--- src/rtl/raycast_slave_mc_if.sv ---
// Wishbone classic-cycle bundle between the CPU bus and the ray-caster control slave.
interface raycast_slave_mc_if;
  logic [7:0] wb_adr_i;
  logic [7:0] wb_dat_i;
  logic       wb_we_i;
  logic       wb_cyc_i;
  logic       wb_stb_i;
  logic [2:0] wb_cti_i;
  logic [1:0] wb_bte_i;
  logic [7:0] wb_dat_o;
  logic       wb_ack_o;
  logic       wb_err_o;
  logic       wb_rty_o;

  modport master (
    output wb_adr_i, wb_dat_i, wb_we_i, wb_cyc_i, wb_stb_i, wb_cti_i, wb_bte_i,
    input  wb_dat_o, wb_ack_o, wb_err_o, wb_rty_o
  );

  modport slave (
    input  wb_adr_i, wb_dat_i, wb_we_i, wb_cyc_i, wb_stb_i, wb_cti_i, wb_bte_i,
    output wb_dat_o, wb_ack_o, wb_err_o, wb_rty_o
  );
endinterface

--- src/rtl/raycast_slave_mc.sv ---
// Multi-core ray-caster control slave: 8-bit Wishbone register file holding the
// shared frame configuration, a start/abort sequencer over N_CORES cores with
// per-core completion tracking, sticky DONE/ERR status and a maskable interrupt.
// Optional macro RAYC_PERF_CNT_EN adds a frame cycle counter and coherent
// 32-bit snapshot reads of the hit/miss/cycle performance registers.
module raycast_slave_mc #(
  parameter int          N_CORES         = 4,
  parameter logic [31:0] RAY_BUF_ADR_RST = 32'd83886084,
  parameter logic [31:0] RAY_COUNT_RST   = 32'd307200,
  parameter logic [31:0] OCTREE_ADR_RST  = 32'd100857520,
  parameter logic [31:0] FB_ADR_RST      = 32'd0
) (
  input  logic                 wb_clk,
  input  logic                 wb_rst,
  raycast_slave_mc_if.slave    wb,
  output logic [N_CORES-1:0]   rayc_start_o,
  output logic                 rayc_abort_o,
  output logic [31:0]          ray_buf_adr_o,
  output logic [31:0]          ray_buf_count_o,
  output logic [31:0]          octree_adr_o,
  output logic [31:0]          fb_adr_o,
  input  logic [N_CORES-1:0]   rayc_finished_i,
  input  logic [31:0]          cache_hits_i,
  input  logic [31:0]          cache_miss_i,
  output logic                 irq_o
);

  localparam logic [0:0]         ST_IDLE    = 1'b0;
  localparam logic [0:0]         ST_RUN     = 1'b1;
  localparam logic [N_CORES-1:0] CORES_NONE = {N_CORES{1'b0}};
  localparam logic [N_CORES-1:0] CORES_ALL  = {N_CORES{1'b1}};

  // Big-endian byte lane select: offset 0 is bits [31:24].
  function automatic logic [7:0] get_byte(input logic [31:0] v, input logic [1:0] off);
    case (off)
      2'd0:    get_byte = v[31:24];
      2'd1:    get_byte = v[23:16];
      2'd2:    get_byte = v[15:8];
      default: get_byte = v[7:0];
    endcase
  endfunction

  // Big-endian byte lane replace.
  function automatic logic [31:0] put_byte(input logic [31:0] v, input logic [1:0] off,
                                           input logic [7:0] b);
    logic [31:0] r;
    r = v;
    case (off)
      2'd0:    r[31:24] = b;
      2'd1:    r[23:16] = b;
      2'd2:    r[15:8]  = b;
      default: r[7:0]   = b;
    endcase
    put_byte = r;
  endfunction

  logic               ack_r, irq_r, done_r, err_r, abort_r;
  logic [7:0]         dat_r;
  logic [N_CORES-1:0] start_r, mask_r, pending_r;
  logic [31:0]        ray_buf_r, ray_cnt_r, octree_r, fb_r;
  logic [2:0]         irq_en_r;
  logic [0:0]         state_r;

  logic               accept_s, wr_s, rd_s, busy_s, ctrl_wr_s, start_req_s, abort_req_s;
  logic               cfg_wr_s, cfg_ok_s, launch_s, finish_s, err_set_s;
  logic [7:0]         w1c_s, mask_byte_s, perf_byte_s, rd_byte_s;
  logic [N_CORES-1:0] pending_next_s;
  logic               unused_s;

  assign accept_s       = wb.wb_cyc_i & wb.wb_stb_i & ~ack_r;
  assign wr_s           = accept_s & wb.wb_we_i;
  assign rd_s           = accept_s & ~wb.wb_we_i;
  assign busy_s         = (state_r == ST_RUN);
  assign ctrl_wr_s      = wr_s & (wb.wb_adr_i == 8'h00);
  // Abort dominates: a simultaneous start request is dropped without error.
  assign abort_req_s    = ctrl_wr_s & wb.wb_dat_i[1];
  assign start_req_s    = ctrl_wr_s & wb.wb_dat_i[0] & ~wb.wb_dat_i[1];
  assign cfg_wr_s       = wr_s & (wb.wb_adr_i >= 8'h03) & (wb.wb_adr_i <= 8'h13);
  assign cfg_ok_s       = cfg_wr_s & ~busy_s;
  assign launch_s       = start_req_s & ~busy_s & (mask_r != CORES_NONE);
  assign pending_next_s = pending_r & ~rayc_finished_i;
  assign finish_s       = busy_s & ~abort_req_s & (pending_next_s == CORES_NONE);
  // Errors: config write while running, start while running, start with no cores.
  assign err_set_s      = (cfg_wr_s & busy_s) | (start_req_s & (busy_s | (mask_r == CORES_NONE)));
  assign w1c_s          = (wr_s && (wb.wb_adr_i == 8'h01)) ? wb.wb_dat_i : 8'h00;

  // Widen the core mask to a byte; unused upper bits read as zero.
  always_comb begin
    mask_byte_s = 8'h00;
    mask_byte_s[N_CORES-1:0] = mask_r;
  end

`ifdef RAYC_PERF_CNT_EN
  logic [31:0] cyc_cnt_r, shadow_r;

  // Frame cycle counter: cleared at launch, counts RUN cycles, saturates, holds when idle.
  always_ff @(posedge wb_clk) begin
    if (wb_rst) begin
      cyc_cnt_r <= 32'h0000_0000;
    end else if (launch_s) begin
      cyc_cnt_r <= 32'h0000_0000;
    end else if (busy_s && (cyc_cnt_r != 32'hFFFF_FFFF)) begin
      cyc_cnt_r <= cyc_cnt_r + 32'd1;
    end
  end

  // Snapshot the whole source word when its most-significant byte is read.
  always_ff @(posedge wb_clk) begin
    if (wb_rst) begin
      shadow_r <= 32'h0000_0000;
    end else if (rd_s) begin
      case (wb.wb_adr_i)
        8'h14:   shadow_r <= cache_hits_i;
        8'h18:   shadow_r <= cache_miss_i;
        8'h1C:   shadow_r <= cyc_cnt_r;
        default: shadow_r <= shadow_r;
      endcase
    end
  end

  // Perf read lanes: live MSB on the first byte, shadow for the remaining three.
  always_comb begin
    perf_byte_s = 8'h00;
    case (wb.wb_adr_i)
      8'h14:   perf_byte_s = cache_hits_i[31:24];
      8'h18:   perf_byte_s = cache_miss_i[31:24];
      8'h1C:   perf_byte_s = cyc_cnt_r[31:24];
      8'h15, 8'h16, 8'h17, 8'h19, 8'h1A, 8'h1B, 8'h1D, 8'h1E, 8'h1F:
               perf_byte_s = get_byte(shadow_r, wb.wb_adr_i[1:0]);
      default: perf_byte_s = 8'h00;
    endcase
  end

  assign unused_s = ^{wb.wb_cti_i, wb.wb_bte_i};
`else
  // Perf registers absent: the whole window reads zero.
  always_comb begin
    perf_byte_s = 8'h00;
  end

  assign unused_s = ^{wb.wb_cti_i, wb.wb_bte_i, cache_hits_i, cache_miss_i};
`endif

  // Register read multiplexer, indexed by byte address.
  always_comb begin
    rd_byte_s = 8'h00;
    case (wb.wb_adr_i[7:2])
      6'h00: begin
        case (wb.wb_adr_i[1:0])
          2'd1:    rd_byte_s = {5'b00000, err_r, busy_s, done_r};
          2'd2:    rd_byte_s = {5'b00000, irq_en_r};
          2'd3:    rd_byte_s = mask_byte_s;
          default: rd_byte_s = 8'h00;
        endcase
      end
      6'h01:               rd_byte_s = get_byte(ray_buf_r, wb.wb_adr_i[1:0]);
      6'h02:               rd_byte_s = get_byte(ray_cnt_r, wb.wb_adr_i[1:0]);
      6'h03:               rd_byte_s = get_byte(octree_r, wb.wb_adr_i[1:0]);
      6'h04:               rd_byte_s = get_byte(fb_r, wb.wb_adr_i[1:0]);
      6'h05, 6'h06, 6'h07: rd_byte_s = perf_byte_s;
      default:             rd_byte_s = 8'h00;
    endcase
  end

  // Bus response: single-cycle ack, read data captured on the accept edge.
  always_ff @(posedge wb_clk) begin
    if (wb_rst) begin
      ack_r <= 1'b0;
      dat_r <= 8'h00;
    end else begin
      ack_r <= accept_s;
      if (accept_s) begin
        dat_r <= rd_s ? rd_byte_s : 8'h00;
      end
    end
  end

  // Configuration registers, writable only while the array is idle.
  always_ff @(posedge wb_clk) begin
    if (wb_rst) begin
      mask_r    <= CORES_ALL;
      ray_buf_r <= RAY_BUF_ADR_RST;
      ray_cnt_r <= RAY_COUNT_RST;
      octree_r  <= OCTREE_ADR_RST;
      fb_r      <= FB_ADR_RST;
    end else if (cfg_ok_s) begin
      case (wb.wb_adr_i[7:2])
        6'h00:   mask_r    <= wb.wb_dat_i[N_CORES-1:0];
        6'h01:   ray_buf_r <= put_byte(ray_buf_r, wb.wb_adr_i[1:0], wb.wb_dat_i);
        6'h02:   ray_cnt_r <= put_byte(ray_cnt_r, wb.wb_adr_i[1:0], wb.wb_dat_i);
        6'h03:   octree_r  <= put_byte(octree_r, wb.wb_adr_i[1:0], wb.wb_dat_i);
        6'h04:   fb_r      <= put_byte(fb_r, wb.wb_adr_i[1:0], wb.wb_dat_i);
        default: mask_r    <= mask_r;
      endcase
    end
  end

  // Sticky status (set beats W1C on the same edge), interrupt enables and irq level.
  always_ff @(posedge wb_clk) begin
    if (wb_rst) begin
      done_r   <= 1'b0;
      err_r    <= 1'b0;
      irq_en_r <= 3'b000;
      irq_r    <= 1'b0;
    end else begin
      done_r <= (done_r & ~w1c_s[0]) | finish_s;
      err_r  <= (err_r & ~w1c_s[2]) | err_set_s;
      if (wr_s && (wb.wb_adr_i == 8'h02)) begin
        irq_en_r <= {wb.wb_dat_i[2], 1'b0, wb.wb_dat_i[0]};
      end
      irq_r <= (done_r & irq_en_r[0]) | (err_r & irq_en_r[2]);
    end
  end

  // IDLE/RUN sequencer with per-core pending tracking and start/abort pulses.
  always_ff @(posedge wb_clk) begin
    if (wb_rst) begin
      state_r   <= ST_IDLE;
      pending_r <= CORES_NONE;
      start_r   <= CORES_NONE;
      abort_r   <= 1'b0;
    end else begin
      start_r <= launch_s ? mask_r : CORES_NONE;
      abort_r <= busy_s & abort_req_s;
      case (state_r)
        ST_IDLE: begin
          if (launch_s) begin
            state_r   <= ST_RUN;
            pending_r <= mask_r;
          end
        end
        ST_RUN: begin
          if (abort_req_s || finish_s) begin
            state_r   <= ST_IDLE;
            pending_r <= CORES_NONE;
          end else begin
            pending_r <= pending_next_s;
          end
        end
        default: begin
          state_r   <= ST_IDLE;
          pending_r <= CORES_NONE;
        end
      endcase
    end
  end

  assign wb.wb_ack_o     = ack_r;
  assign wb.wb_dat_o     = dat_r;
  assign wb.wb_err_o     = 1'b0;
  assign wb.wb_rty_o     = 1'b0;
  assign rayc_start_o    = start_r;
  assign rayc_abort_o    = abort_r;
  assign ray_buf_adr_o   = ray_buf_r;
  assign ray_buf_count_o = ray_cnt_r;
  assign octree_adr_o    = octree_r;
  assign fb_adr_o        = fb_r;
  assign irq_o           = irq_r;

endmodule

--- src/flat_wrapper.sv ---
// flat-port wrapper written by rule: the top's interface ports become plain ports
module raycast_slave_mc_flat 
#(
  parameter int          N_CORES         = 4,
  parameter logic [31:0] RAY_BUF_ADR_RST = 32'd83886084,
  parameter logic [31:0] RAY_COUNT_RST   = 32'd307200,
  parameter logic [31:0] OCTREE_ADR_RST  = 32'd100857520,
  parameter logic [31:0] FB_ADR_RST      = 32'd0
)
  (wb_clk, wb_rst, rayc_start_o, rayc_abort_o, ray_buf_adr_o, ray_buf_count_o, octree_adr_o, fb_adr_o, rayc_finished_i, cache_hits_i, cache_miss_i, irq_o, wb_wb_adr_i, wb_wb_dat_i, wb_wb_we_i, wb_wb_cyc_i, wb_wb_stb_i, wb_wb_cti_i, wb_wb_bte_i, wb_wb_dat_o, wb_wb_ack_o, wb_wb_err_o, wb_wb_rty_o);
  raycast_slave_mc_if wb_i ();
  input  logic wb_clk;
  input  logic wb_rst;
  output logic [N_CORES-1:0] rayc_start_o;
  output logic rayc_abort_o;
  output logic [31:0] ray_buf_adr_o;
  output logic [31:0] ray_buf_count_o;
  output logic [31:0] octree_adr_o;
  output logic [31:0] fb_adr_o;
  input  logic [N_CORES-1:0] rayc_finished_i;
  input  logic [31:0] cache_hits_i;
  input  logic [31:0] cache_miss_i;
  output logic irq_o;
  input wire logic [$bits(wb_i.wb_adr_i)-1:0] wb_wb_adr_i;
  input wire logic [$bits(wb_i.wb_dat_i)-1:0] wb_wb_dat_i;
  input wire logic [$bits(wb_i.wb_we_i)-1:0] wb_wb_we_i;
  input wire logic [$bits(wb_i.wb_cyc_i)-1:0] wb_wb_cyc_i;
  input wire logic [$bits(wb_i.wb_stb_i)-1:0] wb_wb_stb_i;
  input wire logic [$bits(wb_i.wb_cti_i)-1:0] wb_wb_cti_i;
  input wire logic [$bits(wb_i.wb_bte_i)-1:0] wb_wb_bte_i;
  output wire logic [$bits(wb_i.wb_dat_o)-1:0] wb_wb_dat_o;
  output wire logic [$bits(wb_i.wb_ack_o)-1:0] wb_wb_ack_o;
  output wire logic [$bits(wb_i.wb_err_o)-1:0] wb_wb_err_o;
  output wire logic [$bits(wb_i.wb_rty_o)-1:0] wb_wb_rty_o;
  assign wb_i.wb_adr_i = wb_wb_adr_i;
  assign wb_i.wb_dat_i = wb_wb_dat_i;
  assign wb_i.wb_we_i = wb_wb_we_i;
  assign wb_i.wb_cyc_i = wb_wb_cyc_i;
  assign wb_i.wb_stb_i = wb_wb_stb_i;
  assign wb_i.wb_cti_i = wb_wb_cti_i;
  assign wb_i.wb_bte_i = wb_wb_bte_i;
  assign wb_wb_dat_o = wb_i.wb_dat_o;
  assign wb_wb_ack_o = wb_i.wb_ack_o;
  assign wb_wb_err_o = wb_i.wb_err_o;
  assign wb_wb_rty_o = wb_i.wb_rty_o;
  raycast_slave_mc #(.N_CORES(N_CORES), .RAY_BUF_ADR_RST(RAY_BUF_ADR_RST), .RAY_COUNT_RST(RAY_COUNT_RST), .OCTREE_ADR_RST(OCTREE_ADR_RST), .FB_ADR_RST(FB_ADR_RST)) u_core (.wb_clk(wb_clk), .wb_rst(wb_rst), .wb(wb_i), .rayc_start_o(rayc_start_o), .rayc_abort_o(rayc_abort_o), .ray_buf_adr_o(ray_buf_adr_o), .ray_buf_count_o(ray_buf_count_o), .octree_adr_o(octree_adr_o), .fb_adr_o(fb_adr_o), .rayc_finished_i(rayc_finished_i), .cache_hits_i(cache_hits_i), .cache_miss_i(cache_miss_i), .irq_o(irq_o));
endmodule
--- config.mk ---
export PLATFORM = sky130hd
export DESIGN_NAME = raycast_slave_mc_flat
export DESIGN_NICKNAME = d
export VERILOG_FILES = /design/src/rtl/raycast_slave_mc_if.sv /design/src/rtl/raycast_slave_mc.sv /design/src/flat_wrapper.sv
export SDC_FILE = /design/constraint.sdc
export NUM_CORES = 1
export LEC_CHECK = 0
export ABC_AREA = 1
export CORE_MARGIN = 5
export CORE_UTILIZATION = 43
export CTS_CLUSTER_DIAMETER = 150
export DETAILED_ROUTE_END_ITERATION = 8
export PLACE_DENSITY = 0.78
export SYNTH_ARGS = -nofsm -noshare
export SYNTH_HDL_FRONTEND = slang
export SYNTH_SLANG_ARGS = --single-unit
--- constraint.sdc ---
create_clock -name wb_clk -period 1.7 [get_ports wb_clk]
set_clock_uncertainty 0.15 [all_clocks]
set_input_delay 0.34 -clock wb_clk [delete_from_list [all_inputs] [get_ports wb_clk]]
set_output_delay 0.34 -clock wb_clk [all_outputs]
set_load 0.1 [all_outputs]
==> qor.txt <==
CTS tree: built
Share of layout cells above drive strength 1: 36.81%
Clk pin slew, worst setup/hold paths: 60 ps
Flop pwr share: 44.0%
VDD IR max: 0.0006994 V
Status: finished with violations
H-tree levels: 4
Gate Count Post-Synth: 1114
Initial DRC count: 1865
Xor and xnor fraction of the mapped netlist area: 0%
Hold Vio Cnt, Final: 0
P_sw: 2.048 mW
Clk buf depth: 2
Post-synthesis simple-gate area fraction: 39.57%
Clk sinks: 156
Count of pins over their slew limit: 0
Final critical-path share of the clock period: 112.5%
Avg Inst Size Synth: 6.838 um2
Critical Path Sink Type: register
Worst-path maximum fanout: 13
Register area share after synthesis: 41.00%
Pwr Density: 630.9 nW/um2
Initial Util: 43.89%
Net Sw Frac: 24.62%
Worst Reg-to-Reg Cells: 10
Final setup vio count: 141
GP Congestion: 1.000
Post-CTS Hold Buffers: 0
All-Layer GR Usage: 31.31%
CP most frequent cell: buf_12
WL final: 34880 um
Die Ht: 143.1 um
Fin cells: 1588
Vias in the first global route: 9035
# rows: 48
Die area: 20480 um2
Pleak: 5.256 nW
CP arrival: 2120 ps
P&R area growth vs syn: 73.03%
Failing checks: setup timing
Comb power frac: 8.8%
WL/cell: 21.97 um
Vias per cell: 6.252
Yosys Warn Count: 0
Int Pwr: 6.268 mW
Yosys cell types: 29
Slowest stage delay, CP: 350 ps
Crit path cell chain: inv_4, nand3_4, nor2_4, nand2_2, a21oi_4, buf_4, buf_12, buf_12, nand4_1, a21oi_2
Multiplexer area fraction after synthesis: 0%
Tightest hold margin: 280.7 ps
Reg2Reg Setup Slack: -210 ps
CP startpoint: u_core.wb.wb_ack_o$_SDFF_PP0_
Dpl ws: -753.0 ps
Final Util: 75.94%
Synth Register Bits: 156
Leading area contributor after synthesis: dfxtp_1
Cells after DPL: 1532
Initial antenna violation count: 1
Clk_lat worst skew: 440 ps
DRT antenna net count: 0
Largest net degree at the start of global routing: 87
CP Data Required Time: 1910 ps
Setup slack after layout: -213.0 ps
Critical R2R Capture: u_core.octree_adr_o[22]$_SDFFE_PP0P_
Compound-Gate Fraction of Synth Area: 10.82%
Final HPWL DP: 21900 um
DRC: 0
Footprint of the multi-input gates: 4344 um2
Clock power share: 47.2%
Startpoint types: register
Io pins: 239
Top cells by area, synth: dfxtp_1, nand2_1, nand4_1, nand3_1, a21oi_1
CP max stage cell: dfxtp_4
GRT Residual Overflow: 0
Largest family of logic cells by synthesized area: simple AND/OR/NAND/NOR gates
Min cycle time layout: 1913 ps
First-pass GRT wire length: 50170 um
Reg2reg start: u_core.wb.wb_ack_o$_SDFF_PP0_
Port bufs: 167
CTS Buf Count: 17
Synth Area in Adders: 0%
Post-synthesis cell area: 7617 um2
Final nets: 1443
End of the critical path: u_core.octree_adr_o[22]$_SDFFE_PP0P_
Clk root buf: clkbuf_16
HP Class: in2reg
Register area: 3183 um2
Initial DRT Pass Iterations: 7
Critical path class: reg2reg
Synth top area share: 41.00%
RSZ-0062 raised after global routing: true
Max Cap Viol: 0
Via count: 9928
Core ar.: 17360 um2
Die W: 143.1 um
Filler cells: 1059
Max Freq: 522.7 MHz
layer usage:
metal | vias up | global-route usage (%) | routed length, um
met5 | - | 0 | 0
met4 | 0 | 16.61 | 2523
met3 | 275 | 6.932 | 4900
met2 | 928 | 49.36 | 15630
met1 | 4497 | 40.06 | 11830
li1 | 4228 | - | -
worst max-delay path, delay by kind of cell (launching register included):
| family | cells | cell delay (ps) |
|---|---|---|
| buffers and inverters | 4 | 450 |
| and+or+nand+nor | 4 | 510 |
| AOI/OAI and AO/OA | 2 | 370 |
| DFF | 1 | 350 |
kinds of logic (layout without fill, tap and decap cells):
kind of cell / count (synthesis) / after routing
simple gates: 646 / 646
compound gates: 159 / 159
flops: 156 / 156
buf+inv: 152 / 398
other cells: 1 / 4
what timing repair did:
| item | in CTS | in global routing |
|---|---|---|
| setup endpoints to repair | 154 | 152 |
| gates cloned | 3 | 4 |
| gates resized for setup | 48 | 96 |
| setup buffers | 14 | 4 |
| pin swaps | 16 | 38 |
area by class of cell:
type	count	area share, %
Sequential cell	156	24.15
Antenna cell	2	0.03797
Inverter	69	1.984
Clock buffer	20	3.465
Multi-Input combinational cell	807	32.96
Clock inverter	11	1.092
Tap cell	225	2.136
Timing Repair Buffer	298	34.18
sequential cells by signal (all words and copies together), names as in the netlist, 2 cells and up:
signal,flops
u_core.mask_r,4
u_core.irq_en_r,2
u_core.ray_buf_adr_o,32
u_core.rayc_start_o,4
u_core.octree_adr_o,32
u_core.wb.wb_dat_o,8
u_core.pending_r,4
u_core.ray_buf_count_o,32
u_core.fb_adr_o,32
cells in the final DEF, fill, tap and decap left out, types with 40 or more instances in the layout:
master and count:
o21ai_0 40, inv_1 61, nand2_1 225, nor2_1 85, buf_4 88, nand2_2 55
nand4_1 102, nand3_1 117, a21oi_1 86, dfxtp_1 110, dfxtp_2 45, buf_12 168
synth_stat cells:
cell	n
nand4_2	7
nand2_2	2
o21bai_1	3
conb_1	1
a21oi_2	1
a21oi_1	107
buf_6	7
nor2_2	14
o21ai_0	44
a21oi_4	1
buf_2	11
nand4_1	102
or2_2	7
buf_4	4
nand2_1	281
nand3_1	127
nand3_2	2
inv_2	3
nor2_4	4
dfxtp_1	156
a31oi_1	1
nor3_1	2
nand3b_1	3
clkbuf_1	52
nor2_1	95
buf_1	9
o211ai_1	2
inv_1	64
clkinv_1	2
how the worst min path moves through the flow:
stage | start | end | cells after the start
2_1_floorplan | u_core.irq_en_r[0]$_SDFFE_PP0P_ | u_core.irq_en_r[0]$_SDFFE_PP0P_ | 2
3_3_place_gp | u_core.irq_en_r[2]$_SDFFE_PP0P_ | u_core.irq_en_r[2]$_SDFFE_PP0P_ | 2
3_5_place_dp | u_core.irq_en_r[2]$_SDFFE_PP0P_ | u_core.irq_en_r[2]$_SDFFE_PP0P_ | 2
4_1_cts | wb_rst | u_core.ray_buf_adr_o[2]$_SDFFE_PP1P_ | 4
5_1_grt | wb_rst | u_core.octree_adr_o[25]$_SDFFE_PP1P_ | 4
6_report | wb_rst | u_core.mask_r[3]$_SDFFE_PP1P_ | 4
metrics by stage:
| stage | TNS (ps) | power [mW] | area (um2) |
|---|---|---|---|
| after floorplan | -8827 | 4.068 | 7845 |
| after global placement | -92940 | 4.379 | 11910 |
| after detailed placement | -100800 | 4.388 | 11910 |
| after CTS | -7110 | 8.235 | 12850 |
| after global routing | -31380 | 8.458 | 13180 |
| final | -19830 | 8.315 | 13180 |
power by group through the flow:
| stage | clock [mW] | combinational, mW | sequential (mW) |
|---|---|---|---|
| 3_5_place_dp | 0 | 0.651 | 3.74 |
| 2_1_floorplan | 0 | 0.322 | 3.75 |
| 6_report | 3.93 | 0.733 | 3.66 |
| 5_1_grt | 4.05 | 0.752 | 3.65 |
| 4_1_cts | 3.91 | 0.671 | 3.66 |
| 3_3_place_gp | 0 | 0.642 | 3.74 |
No activity file was read; power rests on OpenSTA's default activity.
